--- src/rtl/instr_fetch_queue_if.sv ---
// Fetch-queue bundle: instruction-memory handshake, redirect/halt controls and the
// decode-side head-of-queue view. master = fetch queue, slave = memory/decode side.
interface instr_fetch_queue_if #(
  parameter int AW    = 16,
  parameter int DW    = 16,
  parameter int DEPTH = 4
);
  localparam int CW = $clog2(DEPTH + 1);

  logic          imem_req;
  logic [AW-1:0] imem_addr;
  logic          imem_ack;
  logic [DW-1:0] imem_rdata;

  logic          redirect;
  logic [AW-1:0] redirect_pc;
  logic          halt;
  logic          deq_en;

  logic          out_valid;
  logic [DW-1:0] out_instr;
  logic [AW-1:0] out_pc;
  logic [CW-1:0] count;

  modport master (
    output imem_req, imem_addr, out_valid, out_instr, out_pc, count,
    input  imem_ack, imem_rdata, redirect, redirect_pc, halt, deq_en
  );

  modport slave (
    input  imem_req, imem_addr, out_valid, out_instr, out_pc, count,
    output imem_ack, imem_rdata, redirect, redirect_pc, halt, deq_en
  );
endinterface

--- src/rtl/instr_fetch_queue.sv ---
// Sequential instruction fetch with a DEPTH-entry {pc, instr} queue and redirect flush.
// Define FQ_BYPASS_EN to forward an ack'd word straight to the head when the queue is empty.
module instr_fetch_queue #(
  parameter int            AW       = 16,
  parameter int            DW       = 16,
  parameter int            DEPTH    = 4,
  parameter logic [AW-1:0] RESET_PC = '0
) (
  input  logic                 clk,
  input  logic                 rst,
  instr_fetch_queue_if.master  bus
);
  localparam int            PW   = $clog2(DEPTH);
  localparam int            CW   = $clog2(DEPTH + 1);
  localparam logic [CW-1:0] FULL = CW'(DEPTH);

  typedef enum logic [1:0] {IDLE, REQ, DISCARD} state_t;

  state_t        state, state_next;
  logic [AW-1:0] req_addr, req_addr_next;
  logic [AW-1:0] pend_pc, pend_pc_next;

  logic [AW-1:0] pc_mem    [DEPTH];
  logic [DW-1:0] instr_mem [DEPTH];
  logic [PW-1:0] wr_ptr, rd_ptr;
  logic [CW-1:0] count, count_next;

  logic ack_in_req;
  logic stored_valid;
  logic bypass;
  logic push;
  logic pop;

  // A response only counts when it answers a live REQ and no redirect kills it.
  assign ack_in_req   = (state == REQ) && bus.imem_ack && !bus.redirect;
  assign stored_valid = (count != '0);

`ifdef FQ_BYPASS_EN
  assign bypass = !stored_valid && ack_in_req;
`else
  assign bypass = 1'b0;
`endif

  assign pop        = stored_valid && bus.deq_en && !bus.redirect;
  assign push       = ack_in_req && !(bypass && bus.deq_en);
  assign count_next = count + CW'(push) - CW'(pop);

  // NOTE: always_comb assigns every output a default first so no path can infer a latch.
  always_comb begin
    state_next    = state;
    req_addr_next = req_addr;
    pend_pc_next  = pend_pc;
    unique case (state)
      IDLE: begin
        if (bus.redirect) begin
          req_addr_next = bus.redirect_pc;
          state_next    = bus.halt ? IDLE : REQ;
        end else if (!bus.halt && (count < FULL)) begin
          state_next = REQ;
        end
      end
      REQ: begin
        if (bus.redirect) begin
          if (bus.imem_ack) begin
            req_addr_next = bus.redirect_pc;
            state_next    = bus.halt ? IDLE : REQ;
          end else begin
            pend_pc_next = bus.redirect_pc;
            state_next   = DISCARD;
          end
        end else if (bus.imem_ack) begin
          req_addr_next = req_addr + AW'(1);
          state_next    = (!bus.halt && (count_next < FULL)) ? REQ : IDLE;
        end
      end
      DISCARD: begin
        // The stale response is dropped; a redirect landing on the same edge wins.
        if (bus.imem_ack) begin
          req_addr_next = bus.redirect ? bus.redirect_pc : pend_pc;
          state_next    = bus.halt ? IDLE : REQ;
        end else if (bus.redirect) begin
          pend_pc_next = bus.redirect_pc;
        end
      end
      default: state_next = IDLE;
    endcase
  end

  // NOTE: state registers use non-blocking assignments so every flop samples pre-edge values.
  always_ff @(posedge clk) begin
    if (rst) begin
      state    <= IDLE;
      req_addr <= RESET_PC;
      pend_pc  <= RESET_PC;
    end else begin
      state    <= state_next;
      req_addr <= req_addr_next;
      pend_pc  <= pend_pc_next;
    end
  end

  always_ff @(posedge clk) begin
    if (rst) begin
      wr_ptr <= '0;
      rd_ptr <= '0;
      count  <= '0;
    end else if (bus.redirect) begin
      wr_ptr <= '0;
      rd_ptr <= '0;
      count  <= '0;
    end else begin
      if (push) wr_ptr <= wr_ptr + PW'(1);
      if (pop)  rd_ptr <= rd_ptr + PW'(1);
      count <= count_next;
    end
  end

  // NOTE: storage is not reset; head outputs are gated by count, so stale entries never leak.
  always_ff @(posedge clk) begin
    if (!rst && push) begin
      pc_mem[wr_ptr]    <= req_addr;
      instr_mem[wr_ptr] <= bus.imem_rdata;
    end
  end

  always_comb begin
    bus.out_valid = stored_valid || bypass;
    bus.out_pc    = '0;
    bus.out_instr = '0;
    if (stored_valid) begin
      bus.out_pc    = pc_mem[rd_ptr];
      bus.out_instr = instr_mem[rd_ptr];
    end else if (bypass) begin
      bus.out_pc    = req_addr;
      bus.out_instr = bus.imem_rdata;
    end
  end

  assign bus.imem_req  = (state != IDLE);
  assign bus.imem_addr = req_addr;
  assign bus.count     = count;

  a_no_push_when_full: assert property (
    @(posedge clk) disable iff (rst) push |-> (count != FULL)
  );

  a_addr_stable: assert property (
    @(posedge clk) disable iff (rst)
      (bus.imem_req && !bus.imem_ack) |=> (bus.imem_addr == $past(bus.imem_addr))
  );
endmodule
--- src/flat_wrapper.sv ---
// flat-port wrapper written by rule: the top's interface ports become plain ports
module instr_fetch_queue_flat 
#(
  parameter int            AW       = 16,
  parameter int            DW       = 16,
  parameter int            DEPTH    = 4,
  parameter logic [AW-1:0] RESET_PC = '0
)
  (clk, rst, bus_imem_req, bus_imem_addr, bus_out_valid, bus_out_instr, bus_out_pc, bus_count, bus_imem_ack, bus_imem_rdata, bus_redirect, bus_redirect_pc, bus_halt, bus_deq_en);
  instr_fetch_queue_if #(.AW(AW), .DW(DW), .DEPTH(DEPTH)) bus_i ();
  input  logic clk;
  input  logic rst;
  output wire logic [$bits(bus_i.imem_req)-1:0] bus_imem_req;
  output wire logic [$bits(bus_i.imem_addr)-1:0] bus_imem_addr;
  output wire logic [$bits(bus_i.out_valid)-1:0] bus_out_valid;
  output wire logic [$bits(bus_i.out_instr)-1:0] bus_out_instr;
  output wire logic [$bits(bus_i.out_pc)-1:0] bus_out_pc;
  output wire logic [$bits(bus_i.count)-1:0] bus_count;
  input wire logic [$bits(bus_i.imem_ack)-1:0] bus_imem_ack;
  input wire logic [$bits(bus_i.imem_rdata)-1:0] bus_imem_rdata;
  input wire logic [$bits(bus_i.redirect)-1:0] bus_redirect;
  input wire logic [$bits(bus_i.redirect_pc)-1:0] bus_redirect_pc;
  input wire logic [$bits(bus_i.halt)-1:0] bus_halt;
  input wire logic [$bits(bus_i.deq_en)-1:0] bus_deq_en;
  assign bus_imem_req = bus_i.imem_req;
  assign bus_imem_addr = bus_i.imem_addr;
  assign bus_out_valid = bus_i.out_valid;
  assign bus_out_instr = bus_i.out_instr;
  assign bus_out_pc = bus_i.out_pc;
  assign bus_count = bus_i.count;
  assign bus_i.imem_ack = bus_imem_ack;
  assign bus_i.imem_rdata = bus_imem_rdata;
  assign bus_i.redirect = bus_redirect;
  assign bus_i.redirect_pc = bus_redirect_pc;
  assign bus_i.halt = bus_halt;
  assign bus_i.deq_en = bus_deq_en;
  instr_fetch_queue #(.AW(AW), .DW(DW), .DEPTH(DEPTH), .RESET_PC(RESET_PC)) u_core (.clk(clk), .rst(rst), .bus(bus_i));
endmodule
--- config.mk ---
export PLATFORM = sky130hd
export DESIGN_NAME = instr_fetch_queue_flat
export DESIGN_NICKNAME = d
export VERILOG_FILES = /design/src/rtl/instr_fetch_queue_if.sv /design/src/rtl/instr_fetch_queue.sv /design/src/flat_wrapper.sv
export SDC_FILE = /design/constraint.sdc
export NUM_CORES = 1
export LEC_CHECK = 0
export CAP_MARGIN = 20
export CORE_AREA = 2 2 126 128
export CTS_CLUSTER_SIZE = 16
export DETAILED_ROUTE_END_ITERATION = 10
export DIE_AREA = 0 0 128 130
export GPL_ROUTABILITY_DRIVEN = 1
export GPL_TIMING_DRIVEN = 0
export PLACE_DENSITY_LB_ADDON = 0.25
export SYNTH_ARGS = -nofsm -noshare
export SYNTH_HDL_FRONTEND = slang
export SYNTH_SLANG_ARGS = --single-unit
--- constraint.sdc ---
create_clock -name clk -period 4.6 [get_ports clk]
set_clock_uncertainty 0.1 [all_clocks]
set_input_delay 1.38 -clock clk [delete_from_list [all_inputs] [get_ports clk]]
set_output_delay 1.38 -clock clk [all_outputs]
set_load 0.02 [all_outputs]
# After elaboration in Yosys (flattened, before gate mapping)
# Memory sizes are Yosys's and may differ from the RTL's. A register that Yosys moved wholly into a read port is not among the register bits.
# Index checks and enable logic that the tools add are counted.
# totals
regBits	41
mem_bits_rw	128
input_bits	38
output_inout_bits	53
word_cells	72
memories	2
# op_classes
add_sub_neg	5
n_lt_le_gt_ge	2
n_eq_ne	10
mux	28
n_reduce_logical	19
# memory_table
name	words	width	rd	rd_clocked_by_memory_dff	write_ports	line	source
u_core.instr_mem	4	16	1	1	1	instr_fetch_queue.sv:24	logic [DW-1:0] instr_mem [DEPTH];
u_core.pc_mem	4	16	1	1	1	instr_fetch_queue.sv:23	logic [AW-1:0] pc_mem [DEPTH];
# ops
op	count
$mux 16	11
$pmux 16 s3	1
$pmux 16 s2	1
$mux 2	10
$add 16x1->16 const B	1
$ne 2x2->1 const B	6
$reduce_and 4->1	2
$logic_and 1x1->1	7
$lt 3x3->1 const B	2
$pmux 2 s3	1
$reduce_bool 3->1	2
$add 2x1->2 const B	2
$mux 1	4
$reduce_bool 2->1	2
$add 3x1->3	1
$logic_not 1->1	3
$ne 3x2->1 const B	1
$ne 3x3->1 const B	1
$reduce_and 3->1	1
$sub 3x1->3	1
$eq 2x1->1 const B	1
$eq 2x2->1 const B	1
$logic_not 2->1	1
$reduce_or 2->1	1

# Depth between registers and ports, before layout
# Gate-level depths: netlist of run 1.
# depth
ltp_word	11
depth_mapped	13
mapped_depth_nobuf	11

# Worst setup path before layout of run 1
# OpenSTA, ideal clock, no wires.
# synth_timing
path_type	input to register
start	input port bus_redirect
end	register u_core.state[0]
setup_time_ps	128
arrival_ps	3325
required_ps	4372
path_slack_ps	1048
cell_stages	12
path_buffers	2
cell_sequence	buf_2 -> buf_2 -> nor3b_1 -> ha_1 -> inv_1 -> ha_1 -> fa_1 -> xor3_1 -> nand3b_1 -> a31oi_1 -> mux2i_1 -> nor2_1
# synth_between
elab_cells_between_ends	15
cone_classes	add/sub: 2; order compare: 1; eq/ne: 2; mux: 5; reduce/logical: 5
# synth_rtl
element	line	source
from (decl)	flat_wrapper.sv:21	input wire logic [$bits(bus_i.redirect)-1:0] bus_redirect;
$logic_not 1->1	instr_fetch_queue.sv:44	assign pop = stored_valid && bus.deq_en && !bus.redirect;
$logic_and 1x1->1	instr_fetch_queue.sv:44	
net u_core.pop	instr_fetch_queue.sv:32	logic pop;
$sub 3x1->3	instr_fetch_queue.sv:46	assign count_next = count + CW'(push) - CW'(pop);
$lt 3x3->1	instr_fetch_queue.sv:73	state_next = (!bus.halt && (count_next < FULL)) ? REQ : IDLE;
$logic_and 1x1->1	instr_fetch_queue.sv:73	
$mux 1	instr_fetch_queue.sv:73	
$mux 2	instr_fetch_queue.sv:71	end else if (bus.imem_ack) begin
$mux 2	instr_fetch_queue.sv:63	if (bus.redirect) begin
$pmux 2 s3	instr_fetch_queue.sv:53	unique case (state)
to (signal assigned)	instr_fetch_queue.sv:96	state <= state_next;
to (decl)	instr_fetch_queue.sv:19	state_t state, state_next;
# The timed path passes the listed nets, and every way through them passes these cells. The select of a mux whose other input is x is not followed.
# A chain may end at the register's enable or synchronous reset.

# Worst setup path in the final report of run 1
# layout_timing
start	register u_core.count[1] (netlist: u_core.bus.count[1])
end	output port bus_out_pc[9]
# layout_between
elab_chain_len	2
# layout_rtl
element	line	source
from (decl)	instr_fetch_queue.sv:26	logic [CW-1:0] count, count_next;
from (signal assigned)	instr_fetch_queue.sv:114	count <= count_next;
$reduce_bool 3->1	instr_fetch_queue.sv:36	assign stored_valid = (count != '0);
$mux 16	instr_fetch_queue.sv:130	if (stored_valid) begin
to (decl)	flat_wrapper.sv:17	output wire logic [$bits(bus_i.out_pc)-1:0] bus_out_pc;
# No other way between the ends.

==> out/results.tsv, run 1 <==
stage	metric	value	unit
die	die_area	16600	sq um
final_layout	postLayoutCellArea	9210	sq um
power	power.combinational.fraction	11.1	%
power	seqPwrFrac	49.3	%
sta	finalCriticalPeriod	4.29	ns
final_layout	n_fill_cell	1249	
synthesis	synth-edff-count	128	
critical_path	crit_slowest_cell	sky130_fd_sc_hd__nor3_1	
job	timing.max_cap.violations	0	
die	initial_utilization	48.6	%
critical_path	timing.reg2reg.setup_slack	1.47	ns
sta	final-setup-viol-count	0	
grt	antenna_found_initial	0	
critical_path	critical-path-max-stage-delay	0.78	ns
clocking	insertion_delay	0.42	ns
route	route.final.wire_length	15700	um
critical_path	r2r_startpoint	u_core.bus.count[1]	
synthesis	synth.cell_area	7490	sq um
min_path	hold_end	u_core.pend_pc[0]	
clocking	tritoncts.num_buffers	17	
synthesis	synthCells	535	
sta	max-slew-margin-rel	35.1	%
grt	grt_pass1_wl	25300	um
route	routed-via-count	4734	
die	num_io_pins	91	
synthesis	synth-warning-count	0	
critical_path	path_max_fanout	10	
min_path	min_delay_path_depth	2	
critical_path	critical_path.cell_chain	nor3_1, clkbuf_1, nor2b_1, clkdlybuf4s50_1	
min_path	worstHoldPathType	reg2reg	
power	total_leakage_power	0.00300	uW
outcome	run_status	finished, final reports clean	
synthesis	ys_seq_area_share	62.8	%
clocking	clk_slew_on_worst_s_h_paths	0.06	ns
synthesis	mappedNetlistNets	585	
placement	placed_area	8620	sq um
route	route.antenna.remaining_nets	0	
sta	fin_tns_setup	0	ns
placement	io_buffer_count	88	
route	drt-pass1-iter-count	5	
critical_path	cp_data_arrival_time	2.81	ns
route	first_iter_violations	430	
clocking	cts_setup_buffers	0	
power	worst_ir_drop_on_vdd	0.000279	V
clocking	postCtsResizedCells	0	
final_layout	nets	692	
clocking	tritoncts_clock_tree	built	
critical_path	worstSetupStartpointType	register	
grt	grt.total_usage	20.2	%
critical_path	critical_path_class	reg2out	
route	wire_per_inst	18.5	um
sta	max_freq	233	MHz
grt	globalRoute.totalOverflow	0	
grt	grt_pass1_vias	4861	
placement	dp_hpwl	10600	um
critical_path	critPathCaptureType	primary output	
final_layout	antenna-diode-count	0	
critical_path	r2r_end	u_core.state[0]	
synthesis	synth-seq-cells	171	
power	power.net_switching	872	uW
min_path	hp_start	u_core.pend_pc[0]	
clocking	cts_num_sinks	171	
clocking	cts-root-to-sink-buffers	2	
grt	grt_max_degree	33	
synthesis	synth.lib_cells_used.distinct	61	
clocking	clk_root_buffer_cell	sky130_fd_sc_hd__clkbuf_16	
sta	final_slew_violations	0	
power	power_density	393	nW/um^2
final_layout	layout-area-overhead-vs-synth	23.0	%
power	power.switching_fraction	24.1	%
clocking	cts-htree-levels	4	
sta	hold_violations	0	
power	power_report.internal_total	2750	uW
sta	max_slew.worst_pin.slew	0.966	ns
final_layout	final_core_util	59.7	%
die	dieHeight	130	um
synthesis	synthesized_area_per_cell	14.0	sq um
power	p_clk_share	39.6	%
final_layout	layout-drive-gt1-share	15.9	%
sta	fin_crit_sh	93.2	%
critical_path	worst-r2r-cell-count	11	
sta	unrepaired_setup_endpoints_after_global_routing	false	
die	row_count	46	
clocking	cts_hold_buffers	0	
die	design.core.area	15400	sq um
placement	routabilityCongestion	0.882	
synthesis	synthFlopType	sky130_fd_sc_hd__edfxtp_1	
critical_path	cp.required	3.12	ns
synthesis	ys_async_sr_fraction	0	%
die	die-width	128	um
route	remaining_drc_errors	0	
route	viasPerCell	5.59	
-- cell type report --
| cell class | instances | area [sq um] | area share (%) |
|---|---|---|---|
| Sequential cell | 171 | 4700 | 51.1 |
| Multi-Input combinational cell | 315 | 2550 | 27.6 |
| Timing Repair Buffer | 88 | 881 | 9.56 |
| Clock buffer | 17 | 425 | 4.62 |
| Tap cell | 192 | 240 | 2.61 |
| Buffer | 33 | 184 | 2.00 |
| Clock inverter | 15 | 171 | 1.86 |
| Inverter | 16 | 60.1 | 0.652 |
-- sequential cells by signal, summed over array words and instances, names as in the netlist, named ones only --
signal and cells:
u_core.pend_pc 16, u_core.bus.imem_addr 16, u_core.wr_ptr 2, u_core.bus.count 3
u_core.rd_ptr 2, u_core.instr_mem 64, u_core.pc_mem 64, u_core.state 2
-- synthesized netlist by cell type, drive strengths merged, types with 11 or more instances --
| cell | n | area share, % |
|---|---|---|
| buf | 14 | 1.1 |
| inv | 16 | 0.80 |
| nor2 | 27 | 1.4 |
| ha | 11 | 1.8 |
| edfxtp | 128 | 51 |
| a21oi | 25 | 1.7 |
| dfxtp | 43 | 11 |
| mux4 | 32 | 9.6 |
| nand2 | 56 | 2.8 |
| nor2b | 33 | 2.8 |
| o21ai | 13 | 0.87 |
| clkbuf | 19 | 1.4 |
| nand3 | 13 | 1.0 |
-- worst max-delay path by stage --
stage / startpoint / to / slack [ns] / depth (start not counted)
after CTS: u_core.bus.count[1] / bus_out_pc[5] / 0.26 / 4
after global routing: u_core.bus.count[0] / bus_out_pc[5] / 0.1 / 4
after floorplan: bus_redirect / u_core.state[0] / 1.05 / 12
final: u_core.bus.count[1] / bus_out_pc[9] / 0.31 / 4
after global placement: bus_redirect / u_core.instr_mem[0][12] / -0.03 / 6
after detailed placement: bus_redirect / u_core.state[0] / 0.28 / 13
-- per-stage QoR --
stage / hold WS (ns) / std cells / worst slack (ns) / total power [uW]
6_report: 0.354 / 847 / 0.312 / 3620
5_1_grt: 0.371 / 847 / 0.0966 / 3760
4_1_cts: 0.356 / 847 / 0.260 / 3650
3_5_place_dp: 0.347 / 815 / 0.281 / 2220
3_3_place_gp: 0.342 / 815 / -0.0296 / 2210
2_1_floorplan: 0.332 / 535 / 1.05 / 2030
-- cell usage in the layout, fill, tap and decap left out, drive strengths merged, types with 14 or more instances in the layout --
cell type / n
mux4: 32
nor2b: 33
nand2: 56
nor2: 27
a21oi: 25
inv: 19
edfxtp: 128
clkbuf: 36
dfxtp: 43
buf: 14
clkdlybuf4s50: 88
-- power by group through the flow --
| stage | logic, uW | clock network, uW | registers (uW) |
|---|---|---|---|
| final | 404 | 1430 | 1780 |
| after global routing | 437 | 1530 | 1790 |
| after CTS | 404 | 1470 | 1780 |
| after detailed placement | 400 | 0 | 1820 |
| after global placement | 395 | 0 | 1810 |
| after floorplan | 208 | 0 | 1820 |
-- layer usage --
metal	GRT usage (%)	vias to the layer above	part of all wire (%)
li1	-	2241	-
met3	4.06	16	5.0
met4	7.43	0	1.2
met5	0	-	0
met2	35.0	145	51
met1	25.3	2332	43
-- critical path: cells and delay by family, from the launching register on --
family	cells	cell delay [ns]
buffers and inverters	2	1.11
flip-flops	1	0.33
AND/OR/NAND/NOR	2	0.95
-- cell families after synthesis --
group	Yosys count	synth area share, %
mux	45	11.5
compound gates	84	7.68
flops	171	62.8
xor+xnor	11	1.49
simple gates	163	11.1
buf+inv	49	3.26
fa+ha+maj	12	2.10
No activity file was read; power rests on OpenSTA's default activity.
==> inputs of run 2 (changes only) <==
Settings changed: HOLD_SLACK_MARGIN from default to 0.15.
==> results of run 2 <==
Same layout as run 1: the final DEF is identical, and so are final timing and power.
==> inputs of run 3 (changes only) <==
Settings changed: SETUP_SLACK_MARGIN from default to 0.1.
==> out/results.tsv, run 3 (synthesized netlist as in run 1, its figures left out) <==
stage	metric	value	unit
outcome	run_status	finished, final reports clean	
grt	globalRoute.totalOverflow	0	
final_layout	nets	692	
critical_path	r2r_end	u_core.state[0]	
grt	antenna_found_initial	0	
sta	final.setup.worst_slack	0.446	ns
min_path	min_delay_path_depth	2	
power	power_density	393	nW/um^2
power	total_leakage_power	0.00300	uW
grt	met2_routing_resource_usage_after_global_routing	35.0	%
critical_path	worst-r2r-cell-count	13	
critical_path	critPathCaptureType	primary output	
sta	hold_violations	0	
grt	global_route_met1_utilization	25.3	%
route	route.antenna.remaining_nets	0	
sta	max-slew-margin-rel	41.5	%
sta	fin_crit_sh	90.3	%
power	power_report.internal_total	2750	uW
grt	grt_max_degree	33	
placement	io_buffer_count	88	
placement	detailedPlace.worstSlack	0.281	ns
placement	placedCellCount	815	
sta	finalCriticalPeriod	4.15	ns
final_layout	layout_top_registers	u_core.instr_mem x64, u_core.pc_mem x64	
route	drt-pass1-iter-count	5	
die	design.core.area	15400	sq um
route	wire_per_inst	18.5	um
sta	max_freq	241	MHz
power	power.combinational.fraction	11.2	%
clocking	cts-htree-levels	4	
sta	final-setup-viol-count	0	
die	num_io_pins	91	
sta	final_slew_violations	0	
grt	grt_pass1_wl	25300	um
grt	grt.total_usage	20.2	%
min_path	hold_end	u_core.pend_pc[0]	
final_layout	final_core_util	59.8	%
clocking	cts_num_sinks	171	
final_layout	layout.cells.most_common	sky130_fd_sc_hd__edfxtp_1	
route	first_iter_violations	460	
placement	dp_hpwl	10600	um
route	routed-via-count	4757	
min_path	worstHoldPathType	reg2reg	
clocking	clk_slew_on_worst_s_h_paths	0.07	ns
sta	holdWs	0.354	ns
sta	max_slew.worst_pin.slew	0.878	ns
final_layout	layout-drive-gt1-share	16.0	%
power	power.switching_fraction	24.1	%
power	worst_ir_drop_on_vdd	0.000280	V
route	viasPerCell	5.62	
clocking	tritoncts.num_buffers	17	
final_layout	most_used_cells_in_the_layout_excluding_fill_and_tap_cells	sky130_fd_sc_hd__edfxtp_1 (128), sky130_fd_sc_hd__clkdlybuf4s50_1 (88), sky130_fd_sc_hd__nand2_1 (55)	
die	initial_utilization	48.6	%
clocking	cts-root-to-sink-buffers	2	
grt	grt_pass1_vias	4861	
final_layout	antenna-diode-count	0	
power	report.power.total	3620	uW
critical_path	r2r_startpoint	u_core.state[1]	
critical_path	cp.required	3.12	ns
critical_path	timing.reg2reg.setup_slack	1.76	ns
grt	use_met3	4.06	%
clocking	clk_root_buffer_cell	sky130_fd_sc_hd__clkbuf_16	
clocking	cts_setup_buffers	0	
placement	routabilityCongestion	0.882	
power	seqPwrFrac	49.3	%
clocking	tritoncts_clock_tree	built	
die	die_area	16600	sq um
route	route.final.wire_length	15700	um
die	die-width	128	um
critical_path	path_max_fanout	10	
critical_path	cp_data_arrival_time	2.67	ns
final_layout	layout-area-overhead-vs-synth	23.1	%
final_layout	finalNonFillerCells	847	
min_path	hp_start	u_core.pend_pc[0]	
route	remaining_drc_errors	0	
job	timing.max_cap.violations	0	
clocking	insertion_delay	0.42	ns
grt	busiest_layer	met2	
power	p_clk_share	39.6	%
critical_path	worstSetupStartpointType	register	
sta	unrepaired_setup_endpoints_after_global_routing	false	
power	power.net_switching	872	uW
critical_path	critical_path_class	reg2out	
die	row_count	46	
die	dieHeight	130	um
-- run 3: cell types whose count changed in the layout (fill, tap and decap cells not counted) --
cell and delta:
sky130_fd_sc_hd__nor3_1 -1, sky130_fd_sc_hd__nor3_2 +1
-- run 3: power groups by stage --
stage	Clock, uW	Combinational [uW]	Sequential (uW)
floorplan	0	208	1820
global placement	0	395	1810
detailed placement	0	400	1820
CTS	1470	404	1780
global route	1530	437	1790
finish	1430	404	1780
-- run 3: area by class of cell --
type                            count  area, sq um
Inverter                           16         60.1
Tap cell                          192          240
Sequential cell                   171         4700
Clock inverter                     15          171
Clock buffer                       17          425
Multi-Input combinational cell    315         2550
Timing Repair Buffer               88          881
Buffer                             33          184
Fill cell                        1248         6210
-- run 3: worst max path at each step --
stage	start	end	slack [ns]	depth (start not counted)
after global routing	register	bus_out_pc[2]	0.27	5
after detailed placement	bus_redirect	u_core.state[0]	0.28	13
after global placement	bus_redirect	u_core.instr_mem[0][12]	-0.03	6
after floorplan	bus_redirect	u_core.state[0]	1.05	12
after CTS	u_core.bus.count[1]	bus_out_pc[5]	0.26	4
final	register	bus_out_pc[2]	0.45	5
-- run 3: per-stage QoR --
step	TNS [ns]	instance area, sq um
floorplan	0	7490
global placement	-2.27	8610
detailed placement	0	8620
CTS	0	9210
global route	0	9220
finish	0	9220
-- run 3: critical path, cell delays in order, from the launching register on --
cell and delay (ns):
sky130_fd_sc_hd__dfxtp_1 0.30, sky130_fd_sc_hd__clkbuf_1 0.23, sky130_fd_sc_hd__buf_2 0.44, sky130_fd_sc_hd__mux4_2 0.58
sky130_fd_sc_hd__nor2b_1 0.14, sky130_fd_sc_hd__clkdlybuf4s50_1 0.55
-- run 3: routing by layer --
layer | vias to the layer above | wire length [um] | share of wire, %
li1 | 2241 | - | -
met1 | 2343 | 6720 | 43
met2 | 153 | 7960 | 51
met3 | 20 | 797 | 5.1
met4 | 0 | 225 | 1.4
met5 | - | 0 | 0
-- run 3: what timing repair did --
action | 4_1_cts | 5_1_grt
hold endpoints to repair | 0 | 0
hold buffers | 0 | 0
endpoints found under the setup margin | 0 | 1
gates resized for setup | 0 | 1
